## src/rtl/edge_burst_det.sv

```systemverilog
// edge_burst_det: per-channel sliding-window edge counter with threshold flag,
// sticky status and a saturating hit counter shared by all channels.
module edge_burst_det #(
    parameter int N_CH = 4,
    parameter int WIN  = 8,
    parameter int TH_W = 4
) (
    input  logic              clk,
    input  logic              rst_n,
    input  logic [N_CH-1:0]   sig_in,
    input  logic              enable,
    input  logic [1:0]        edge_mode,
    input  logic [TH_W-1:0]   threshold,
    input  logic              clr,
    output logic [N_CH-1:0]   flag_out,
    output logic [N_CH-1:0]   cond_out,
    output logic [N_CH-1:0]   sticky,
    output logic              any_flag,
    output logic [15:0]       hit_count
);

    localparam int CNT_W = $clog2(WIN + 1);
    // Count and threshold are compared zero-extended to the wider of the two,
    // so a threshold above WIN simply never matches.
    localparam int CMP_W = (CNT_W > TH_W) ? CNT_W : TH_W;
    localparam int PC_W  = $clog2(N_CH + 1);

    localparam logic [1:0] MODE_RISE = 2'b00;
    localparam logic [1:0] MODE_FALL = 2'b01;
    localparam logic [1:0] MODE_BOTH = 2'b10;

    logic [N_CH-1:0]  flag_vec;
    logic [N_CH-1:0]  cond_vec;
    logic [N_CH-1:0]  sticky_vec;
    logic             thr_nz;
    logic [CMP_W-1:0] thr_ext;

    assign thr_nz  = (threshold != '0);
    assign thr_ext = CMP_W'(threshold);

    genvar gi;
    generate
        for (gi = 0; gi < N_CH; gi++) begin : g_ch
            logic             sig_q;
            logic [WIN-1:0]   win_q, win_d;
            logic [CNT_W-1:0] cnt_q, cnt_d;
            logic             cond_q, cond_d;
            logic             flag_q, flag_d;
            logic             sticky_q, sticky_d;
            logic             evt_c;
            logic             cond_c;

            // Qualified edge event for this channel, gated by enable.
            always_comb begin
                evt_c = 1'b0;
                case (edge_mode)
                    MODE_RISE: evt_c =  sig_in[gi] & ~sig_q;
                    MODE_FALL: evt_c = ~sig_in[gi] &  sig_q;
                    MODE_BOTH: evt_c =  sig_in[gi] ^  sig_q;
                    default:   evt_c = 1'b0;
                endcase
                evt_c = evt_c & enable;
            end

            assign cond_c = thr_nz && (CMP_W'(cnt_q) >= thr_ext);

            // Window shift, incremental count, flag edge detect and sticky; clr wins.
            always_comb begin
                win_d    = {win_q[WIN-2:0], evt_c};
                cnt_d    = cnt_q + CNT_W'(evt_c) - CNT_W'(win_q[WIN-1]);
                cond_d   = cond_c;
                flag_d   = cond_c & ~cond_q;
                sticky_d = sticky_q | flag_q;
                if (clr) begin
                    win_d    = '0;
                    cnt_d    = '0;
                    cond_d   = 1'b0;
                    flag_d   = 1'b0;
                    sticky_d = 1'b0;
                end
            end

            // Channel state registers; sig_q tracks the input even during clr.
            always_ff @(posedge clk or negedge rst_n) begin
                if (!rst_n) begin
                    sig_q    <= 1'b0;
                    win_q    <= '0;
                    cnt_q    <= '0;
                    cond_q   <= 1'b0;
                    flag_q   <= 1'b0;
                    sticky_q <= 1'b0;
                end else begin
                    sig_q    <= sig_in[gi];
                    win_q    <= win_d;
                    cnt_q    <= cnt_d;
                    cond_q   <= cond_d;
                    flag_q   <= flag_d;
                    sticky_q <= sticky_d;
                end
            end

            assign flag_vec[gi]   = flag_q;
            assign cond_vec[gi]   = cond_c;
            assign sticky_vec[gi] = sticky_q;
        end
    endgenerate

    logic [PC_W-1:0] flag_pop;
    logic [16:0]     hit_sum;
    logic [15:0]     hit_q, hit_d;

    // Add this cycle's flag pulses to the hit counter, saturating at 0xFFFF.
    always_comb begin
        flag_pop = '0;
        for (int i = 0; i < N_CH; i++) begin
            flag_pop = flag_pop + PC_W'(flag_vec[i]);
        end
        hit_sum = {1'b0, hit_q} + 17'(flag_pop);
        hit_d   = hit_sum[16] ? 16'hFFFF : hit_sum[15:0];
        if (clr) begin
            hit_d = '0;
        end
    end

    // Hit counter register.
    always_ff @(posedge clk or negedge rst_n) begin
        if (!rst_n) begin
            hit_q <= '0;
        end else begin
            hit_q <= hit_d;
        end
    end

    assign flag_out  = flag_vec;
    assign cond_out  = cond_vec;
    assign sticky    = sticky_vec;
    assign any_flag  = |flag_vec;
    assign hit_count = hit_q;

endmodule

```

## config.mk

```make
export PLATFORM = sky130hd
export DESIGN_NAME = edge_burst_det
export DESIGN_NICKNAME = d
export VERILOG_FILES = /design/src/rtl/edge_burst_det.sv
export SDC_FILE = /design/constraint.sdc
export NUM_CORES = 1
export LEC_CHECK = 0
export CORE_MARGIN = 10
export CORE_UTILIZATION = 50
export DETAILED_ROUTE_END_ITERATION = 6
export PLACE_DENSITY = 0.83
export SYNTH_ARGS = -nofsm -noshare
export SYNTH_HDL_FRONTEND = slang
export SYNTH_SLANG_ARGS = --single-unit
```

## constraint.sdc

```tcl
create_clock -name clk -period 4.3 [get_ports clk]
set_input_delay 0.645 -clock clk [delete_from_list [all_inputs] [get_ports clk]]
set_output_delay 0.645 -clock clk [all_outputs]
set_load 0.03 [all_outputs]
```

== Word-level counts from Yosys, hierarchy flattened ==
Cells that the tools add are included.

* Shifts and indexed selects: 0
* Equality and inequality tests: 2
* $lt $le $gt $ge: 4
* Multipliers: 0
* Bitwise gates (word level): 36
* Reductions and logical operators: 7
* Muxes and demuxes: 26
* Div/mod/pow operators: 0
* Add/sub/neg operators: 12

{| class="wikitable"
|+ Operators by type and width
! kind !! count
|-
| $mux 16 || 2
|-
| $mux 8 || 4
|-
| $add 16x3->17 || 1
|-
| $add 4x1->4 || 4
|-
| $and 1x1->1 || 16
|-
| $ge 4x4->1 || 4
|-
| $mux 4 || 4
|-
| $sub 4x1->4 || 4
|-
| $mux 1 || 12
|-
| $not 1->1 || 12
|-
| $pmux 1 s3 || 4
|-
| $logic_and 1x1->1 || 4
|-
| $or 1x1->1 || 4
|-
| $reduce_bool 4->1 || 1
|-
| $reduce_or 4->1 || 1
|-
| $xor 1x1->1 || 4
|-
| $add 2x1->3 || 1
|-
| $add 3x1->3 || 1
|-
| $add 1x1->2 || 1
|-
| $eq 2x1->1 const B || 1
|-
| $eq 2x2->1 const B || 1
|-
| $logic_not 2->1 || 1
|}

* ROM bits: 0
* Word-level logic and storage cells: 112
* Memories kept: 0
* Bits of input ports: 14
* Output and inout port bits: 29
* Bits in writable memories: 0
* Bits in latches: 0
* Bits in registers: 80

== Depth between registers and ports, before layout ==
Gate-level depths: netlist of the first run.

* Depth in word-level cells: 7
* Mapped depth: 12

== Worst setup path after synthesis of the first run ==
No wires, ideal clock.

* Path type: register to register
* Start point: register hit_q[0], in the netlist hit_count[0]
* End point: register hit_q[11], in the netlist hit_count[11]
* Data arrival time: 2.584 ns
* Library setup time: 0.082 ns
* Stages on the path, launching flop included: 11
* Path buffers: 1
* Slack: 1.634 ns
* Data required time: 4.218 ns
* Clock period less this slack: 2.666 ns
* Path through: dfrtp_1 > fa_1 > inv_1 > fa_1 > inv_1 > fa_1 > nand4_1 > nor3_2 > nand2_1 > clkbuf_8 > a31oi_1

* Word-level cells in the longest chain between the ends: 3

{| class="wikitable"
|+ RTL lines
! element !! line !! text
|-
| start: declaration || 110 || <nowiki>logic [15:0] hit_q, hit_d;</nowiki>
|-
| start signal: assignment || 130 || <nowiki>hit_q <= hit_d;</nowiki>
|-
| $add 16x3->17 || 118 || <nowiki>hit_sum = {1'b0, hit_q} + 17'(flag_pop);</nowiki>
|-
| $mux 16 || 119 || <nowiki>hit_d = hit_sum[16] ? 16'hFFFF : hit_sum[15:0];</nowiki>
|-
| $mux 16 || 120 || <nowiki>if (clr) begin</nowiki>
|-
| net hit_d[11] || 110 ||
|}

The timed path passes the listed nets, and every way through them passes these cells.

== Worst setup path after layout of the first run ==
* Start point: input port threshold[0]
* End point: output port cond_out[1]

* Word-level cells in the longest chain between the ends: 2

{| class="wikitable"
|+ RTL lines
! element !! line !! text
|-
| start: declaration || 13 || <nowiki>input logic [TH_W-1:0] threshold,</nowiki>
|-
| $ge 4x4->1 or $reduce_bool 4->1 (tied branches) || 65, 38 ||
|-
| $logic_and 1x1->1 (*) || 65 || <nowiki>assign cond_c = thr_nz && (CMP_W'(cnt_q) >= thr_ext);</nowiki>
|-
| end: declaration || 16 || <nowiki>output logic [N_CH-1:0] cond_out,</nowiki>
|}

Mark *: on every way between the ends. The rest lies on a longest branch, timed or not.

==> results.md, run 1 <==
* Clk slew on worst S/H paths at 80 ps
* DP Wirelength at 5.45 mm
* Post-synthesis simple-gate area fraction at 0.165
* Synth top area share at 0.489
* GRT Total Usage at 0.123
* ANT nets after route at 0
* CP endpoint kind: output port
* Synth Warn # at 0
* Pwr dens at 347 nW/um^2
* Multi-input logic area at 1810 um^2
* Clk Latency, worst-skew pair at 340 ps
* Core Region at 7850 um^2
* DR iter-0 viols at 77
* Fin Hold WS at 443 ps
* Syn nets at 438
* Tcrit/Tclk final at 0.804
* Hold buffers post-CTS at 0
* Least-Margin Pin Slew at 968 ps
* Antenna violations before repair at 0
* Commonest cells in the netlist: dfrtp_1 (80), nor2b_1 (43), ha_1 (41)
* Die Span Y at 111 um
* Nets at 472
* Largest cells by area after synthesis: dfrtp_1 (49%), ha_1 (13%), nor2b_1 (6.6%), inv_1 (3.5%), fa_1 (3.4%)
* Pins Over Slew Limit at 0
* Min Tclk post-route at 3460 ps
* Post-synth top flop: dfrtp_1
* Multiplexer share of the synthesized area at 0.00244
* Adder-Cell Fraction of Synth Area at 0.159
* Synth Area in Compound Gates at 0.0754
* Worst Path Class, Setup: input port to output port
* Worst path arrival time at 2810 ps
* R2r endpoint: hit_count[0]
* Vias per cell at 5.13
* Sequential Area at 2000 um^2
* Most frequent cell after synthesis: dfrtp_1
* Reg2Reg Depth at 9
* Largest family of logic cells by synthesized area: simple AND/OR/NAND/NOR gates
* Lkg Pwr at 0.00225 uW
* Max-cap violations at 0
* Synthesized flop and latch total at 80
* Relative slew slack at 0.355
* Area leader, netlist: dfrtp_1
* DR vias at 2653
* Layout cells sized above 1 at 0.0554
* Max frequency at 0.289 GHz
* Starting density of the core at 0.522
* H-Tree Depth at 3
* Worst min path class: input port to async pin
* EDFF count, synth at 0
* Unrepaired setup endpoints after global routing: no
* # rows at 32
* CTS tree: built
* CP Data Required Time at 3650 ps
* GRT Residual Overflow at 0
* # port buffers at 42
* Cells after synthesis at 376
* Register-to-register setup slack at 1380 ps
* Num Clock Sinks at 80
* Critical path peak fanout at 5
* Avg Cell Area, Syn at 10.9 um^2
* Post-CTS Resized at 0
* First-pass detailed-route iteration total at 4
* Fillers at 640
* DRT Wirelength at 7.39 mm
* Register area share after synthesis at 0.489
* First-pass GRT wire length at 12.8 mm
* Setup TNS at 0 ps
* Final hold vios at 0
* VDD IR-drop max at 215 uV
* Pin count of the biggest net entering global routing at 81
* I/O pin total at 43
* Die width at 111 um
* Antenna cells at 0
* Library cells used by synthesis at 38
* Area grow syn2layout at 15.4%
* Post-synth ARST share at 1.00
* Post-Synth XOR/XNOR Area at 0.0406
* DR WL/cell at 14.3 um
* Max clock buf depth at 2
* Vias in the first global route at 2786
* Detailed-route DRC error count at 0
* Post-CTS setup buffer count at 0
* Post-Syn Area at 4100 um^2
* Placer congestion estimate at 0.788
* Worst flop-to-flop path startpoint: hit_count[0]
* Crit start category: input port
* Die Area at 12200 um^2
* Clock root buffer: clkbuf_8
* CTS Buf Count at 9
* Final number of setup-violating endpoints at 0
* Setup Skew at 7.00 ps
* Outcome: finished clean
[cells by family after synthesis]
family / Yosys count
buf+inv: 58
flops: 80
xor+xnor: 19
simple gates: 117
fa+ha+maj: 48
compound gates: 53
mux: 1
[final cells by class]
class / count / area share
Sequential cell: 80 / 0.424
Clock buffer: 11 / 0.0299
Multi-Input combinational cell: 238 / 0.384
Clock inverter: 5 / 0.0169
Timing Repair Buffer: 43 / 0.0889
Inverter: 38 / 0.0302
Tap cell: 102 / 0.0270
[state kept, by name, summed over array words and instances, names as in the netlist]
signal,cells
hit_count,16
g_ch.sticky_q,4
g_ch.cond_q,4
g_ch.flag_q,4
g_ch.win_q,32
g_ch.sig_q,4
g_ch.cnt_q,16
[critical path: stages]
cell and delay (ps):
clkdlybuf4s50_1 530, ha_1 340, nand2b_1 120, a21oi_1 60, o21ai_0 260, nor2b_1 170
clkdlybuf4s50_1 690
[report_power, final]
part / switching, uW / internal [uW] / leakage, uW
combinational: 139 / 101 / 0.00105
clock: 255 / 342 / 0.000106
sequential: 20.7 / 780 / 0.00110
[cells in the final DEF, fill, tap and decap left out, types with 2 or more instances in the layout]
cell type        Yosys  final
nand3_1              3      3
and3b_1              4      4
fa_1                 7      7
clkdlybuf4s50_1      0     40
o2111ai_1            2      2
and2_0               4      4
or4_1                3      3
xnor2_1             12     12
nand2_1              8      8
nand2b_1            10     10
o21ai_0             10     10
nor4_1               3      3
a21oi_1             26     26
ha_1                41     41
a31oi_1              3      3
clkbuf_8             2     10
bufinv_16            0      2
buf_4               12      2
a21o_1               4      4
nor2b_1             43     43
dfrtp_1             80     80
xor2_1               7      7
clkinvlp_4           0      2
inv_1               38     38
and2_1               4      4
nor2_1              28     28
a211oi_1             3      3
o31ai_1              2      2
[metal layers]
metal,global-route usage,routed length [um]
met5,0,0
met3,0.0475,357
met2,0.209,3710
met4,0.0389,113
met1,0.140,3210
[worst max path at each step]
| stage | from | to | slack (ps) | cells past startpoint |
|---|---|---|---|---|
| global route | threshold[0] | cond_out[1] | 760 | 7 |
| floorplan | hit_count[0] | hit_count[11] | 1630 | 10 |
| global placement | threshold[0] | cond_out[3] | 950 | 7 |
| detailed placement | threshold[0] | cond_out[1] | 900 | 7 |
| CTS | threshold[0] | cond_out[1] | 860 | 7 |
| finish | threshold[0] | cond_out[1] | 840 | 7 |
[through the flow]
stage | worst slack [ps] | util | instance area (um^2) | total power, uW | cells
floorplan | 1630 | - | 4100 | 972 | 376
global placement | 952 | 0.574 | 4510 | 1040 | 501
detailed placement | 898 | 0.574 | 4510 | 1060 | 501
CTS | 856 | 0.602 | 4730 | 1660 | 517
global route | 760 | 0.602 | 4730 | 1720 | 517
finish | 845 | 0.602 | 4730 | 1640 | 517
(Power assumes the default switching activity.)
==> inputs of run 2 (changes only) <==
--- a/config.mk
+++ b/config.mk
@@ -8,7 +8,7 @@
 export CORE_MARGIN = 10
 export CORE_UTILIZATION = 50
 export DETAILED_ROUTE_END_ITERATION = 6
-export PLACE_DENSITY = 0.83
+export PLACE_DENSITY = 0.86
 export SYNTH_ARGS = -nofsm -noshare
 export SYNTH_HDL_FRONTEND = slang
 export SYNTH_SLANG_ARGS = --single-unit
==> constraint.sdc (replaced) <==
create_clock -name clk -period 2.77 [get_ports clk]
set_input_delay 0.4155 -clock clk [delete_from_list [all_inputs] [get_ports clk]]
set_output_delay 0.4155 -clock clk [all_outputs]
set_load 0.03 [all_outputs]
==> run 2 against run 1 <==
  * Flip-flop and latch count unchanged
  * Via count increased by 1.6%
  * Worst setup slack got worse by 700 ps
  * Global-route usage increased by 0.14 points
  * Final cell count increased by 3.5%
  * Count of clock-buffer cells in the layout increased by 3
  * Non-clock buffer count increased by 18
  * Sequential share of layout area decreased by 1.2 points
==> results.md, run 2 (synthesis results as in run 1) <==
* Clk Latency, worst-skew pair at 350 ps (about the same)
* DR vias at 2695 (+1.6%)
* Outcome: finished clean
* Final hold vios at 0 (unchanged)
* Clock root buffer: clkbuf_8
* Commonest non-fill, non-tap cells in the layout: dfrtp_1 (79), nor2b_1 (43), ha_1 (41)
* Critical path peak fanout at 4 (-1)
* ANT nets after route at 0 (unchanged)
* Lkg Pwr at 0.00235 uW (+4.4%)
* Top delay family on crit path: adder cells
* Antenna violations before repair at 0 (unchanged)
* DR iter-0 viols at 108 (+40%)
* GRT met2 Usage at 0.207 (-0.00196)
* DR WL/cell at 13.7 um (-4.4%)
* # rows at 32 (unchanged)
* Detailed-route DRC error count at 0 (unchanged)
* Met1 Track Usage GR at 0.146 (+0.00591)
* Crit-path cells: fa_1 > inv_1 > fa_2 > inv_1 > fa_2 > nand4_1 > buf_4 > buf_4 > nor2_1 > xnor2_1 > a21oi_1
* CTS Buf Count at 9 (unchanged)
* Nets at 490 (+3.8%)
* Setup ws final at 144 ps (-701 ps)
* CP bufs+invs at 4 (+2)
* Max frequency at 0.381 GHz
* Fillers at 639 (-0.16%)
* Die Span Y at 111 um (unchanged)
* GRT Residual Overflow at 0 (unchanged)
* GR peak layer: met2
* Crit start category: register
* Worst Path Class, Setup: register to register
* I/O pin total at 43 (unchanged)
* First-pass detailed-route iteration total at 4 (unchanged)
* Met3 Use GR at 0.0470 (-0.000540)
* GRT Total Usage at 0.125 (+0.00136)
* Pre-CTS WS at -194 ps (-1090 ps)
* Relative slew slack at 0.352 (-0.00243)
* Max reg flops at 32 (unchanged)
* Worst min path class: input port to async pin
* First-pass GRT wire length at 13.0 mm (+1.9%)
* Final instance area at 4870 um^2 (+3.0%)
* Critical path's slowest cell: fa_1
* Sequential Area at 2000 um^2 (about the same)
* Pins Over Slew Limit at 0 (unchanged)
* # port buffers at 42 (unchanged)
* Multi-input logic area at 1830 um^2 (+0.97%)
* Vias per cell at 5.04 (-1.8%)
* DRT Wirelength at 7.32 mm (-1.0%)
* DP Wirelength at 5.24 mm (-3.8%)
* Starting density of the core at 0.522 (unchanged)
* Num Clock Sinks at 80 (unchanged)
* Die width at 111 um (unchanged)
* Pwr dens at 520 nW/um^2 (+50%)
* Clk slew on worst S/H paths at 80 ps (about the same)
* Vias in the first global route at 2827 (+1.5%)
* Post-DP Area at 4620 um^2 (+2.4%)
* Max clock buf depth at 2 (unchanged)
* Least-Margin Pin Slew at 972 ps (+3.65 ps)
* Worst path arrival time at 2830 ps (+20 ps)
* Core Region at 7850 um^2 (unchanged)
* Layout cells sized above 1 at 0.118 (+0.0624)
* Area grow syn2layout at 18.8%
* Most flops, register: g_ch.win_q
* Tcrit/Tclk final at 0.948
* Die Area at 12200 um^2 (unchanged)
* Min Tclk post-route at 2630 ps
* CP max stage delay at 510 ps (-180 ps)
* Pin count of the biggest net entering global routing at 81 (unchanged)
* VDD IR-drop max at 256 uV (+19%)
* Max-cap violations at 0 (unchanged)
* CP endpoint kind: register
* H-Tree Depth at 3 (unchanged)
* Hold buffers post-CTS at 0 (unchanged)
* CTS tree: built
* Setup Skew at 9.20 ps (+2.19 ps)
* Commonest non-fill, non-tap cell in the layout: dfrtp_1
* CP Data Required Time at 2980 ps (-670 ps)
* Final number of setup-violating endpoints at 0 (unchanged)
* Antenna cells at 0 (unchanged)
* Placer congestion estimate at 0.781 (-0.89%)
-- run 2: changes by cell type in the layout (fill, tap and decap cells not counted), sizes merged --
cell	delta
buf	+22
bufinv	-1
clkbuf	+3
clkdlybuf4s50	-4
clkinvlp	-2
-- run 2: cell type report --
| type | instances | area share |
|---|---|---|
| Clock buffer | 14 | 0.0375 |
| Timing Repair Buffer | 61 | 0.112 |
| Clock inverter | 2 | 0.00720 |
| Tap cell | 102 | 0.0262 |
| Sequential cell | 80 | 0.412 |
| Multi-Input combinational cell | 238 | 0.376 |
| Inverter | 38 | 0.0293 |
-- run 2: final timing paths --
path                                   from  slack, ps  cells after the start               end
min in group clk                        clr        440                      2  g_ch[2].cnt_q[3]
min reg2reg                g_ch[0].win_q[4]        460                      1  g_ch[0].win_q[5]
max in group asynchronous             rst_n       1920                      1  g_ch[2].win_q[2]
max reg2reg                  g_ch[0].flag_q        140                     11      hit_count[6]
min                                   rst_n        200                      1  g_ch[0].sticky_q
max                          g_ch[0].flag_q        140                     11      hit_count[6]
-- run 2: layer usage --
layer  up-vias  share of wire  wire length (um)
met4         0          0.011                78
met2        71           0.49              3580
li1       1330              -                 -
met1      1286           0.44              3220
met3         8          0.059               434
met5         -              0                 0
-- run 2: what timing repair did --
action	in CTS	in global routing
endpoints found under the setup margin	0	17
setup buffers	0	2
hold endpoints to repair	0	0
resized for setup	0	7
-- run 2: stage by stage --
step | total power [uW] | utilization | std cells | hold WS (ps) | TNS (ps)
final | 2530 | 0.620 | 535 | 198 | 0
after global placement | 1630 | 0.588 | 517 | 444 | -825
after floorplan | 1510 | - | 376 | 120 | 0
after CTS | 2570 | 0.616 | 533 | 256 | 0
after detailed placement | 1650 | 0.588 | 517 | 450 | -1550
after global routing | 2670 | 0.620 | 535 | 283 | -11.5
-- run 2: power by group --
group          leakage, uW  internal (uW)  switching (uW)
clock             0.000113            514             399
sequential         0.00110           1210            31.3
combinational      0.00114            163             215
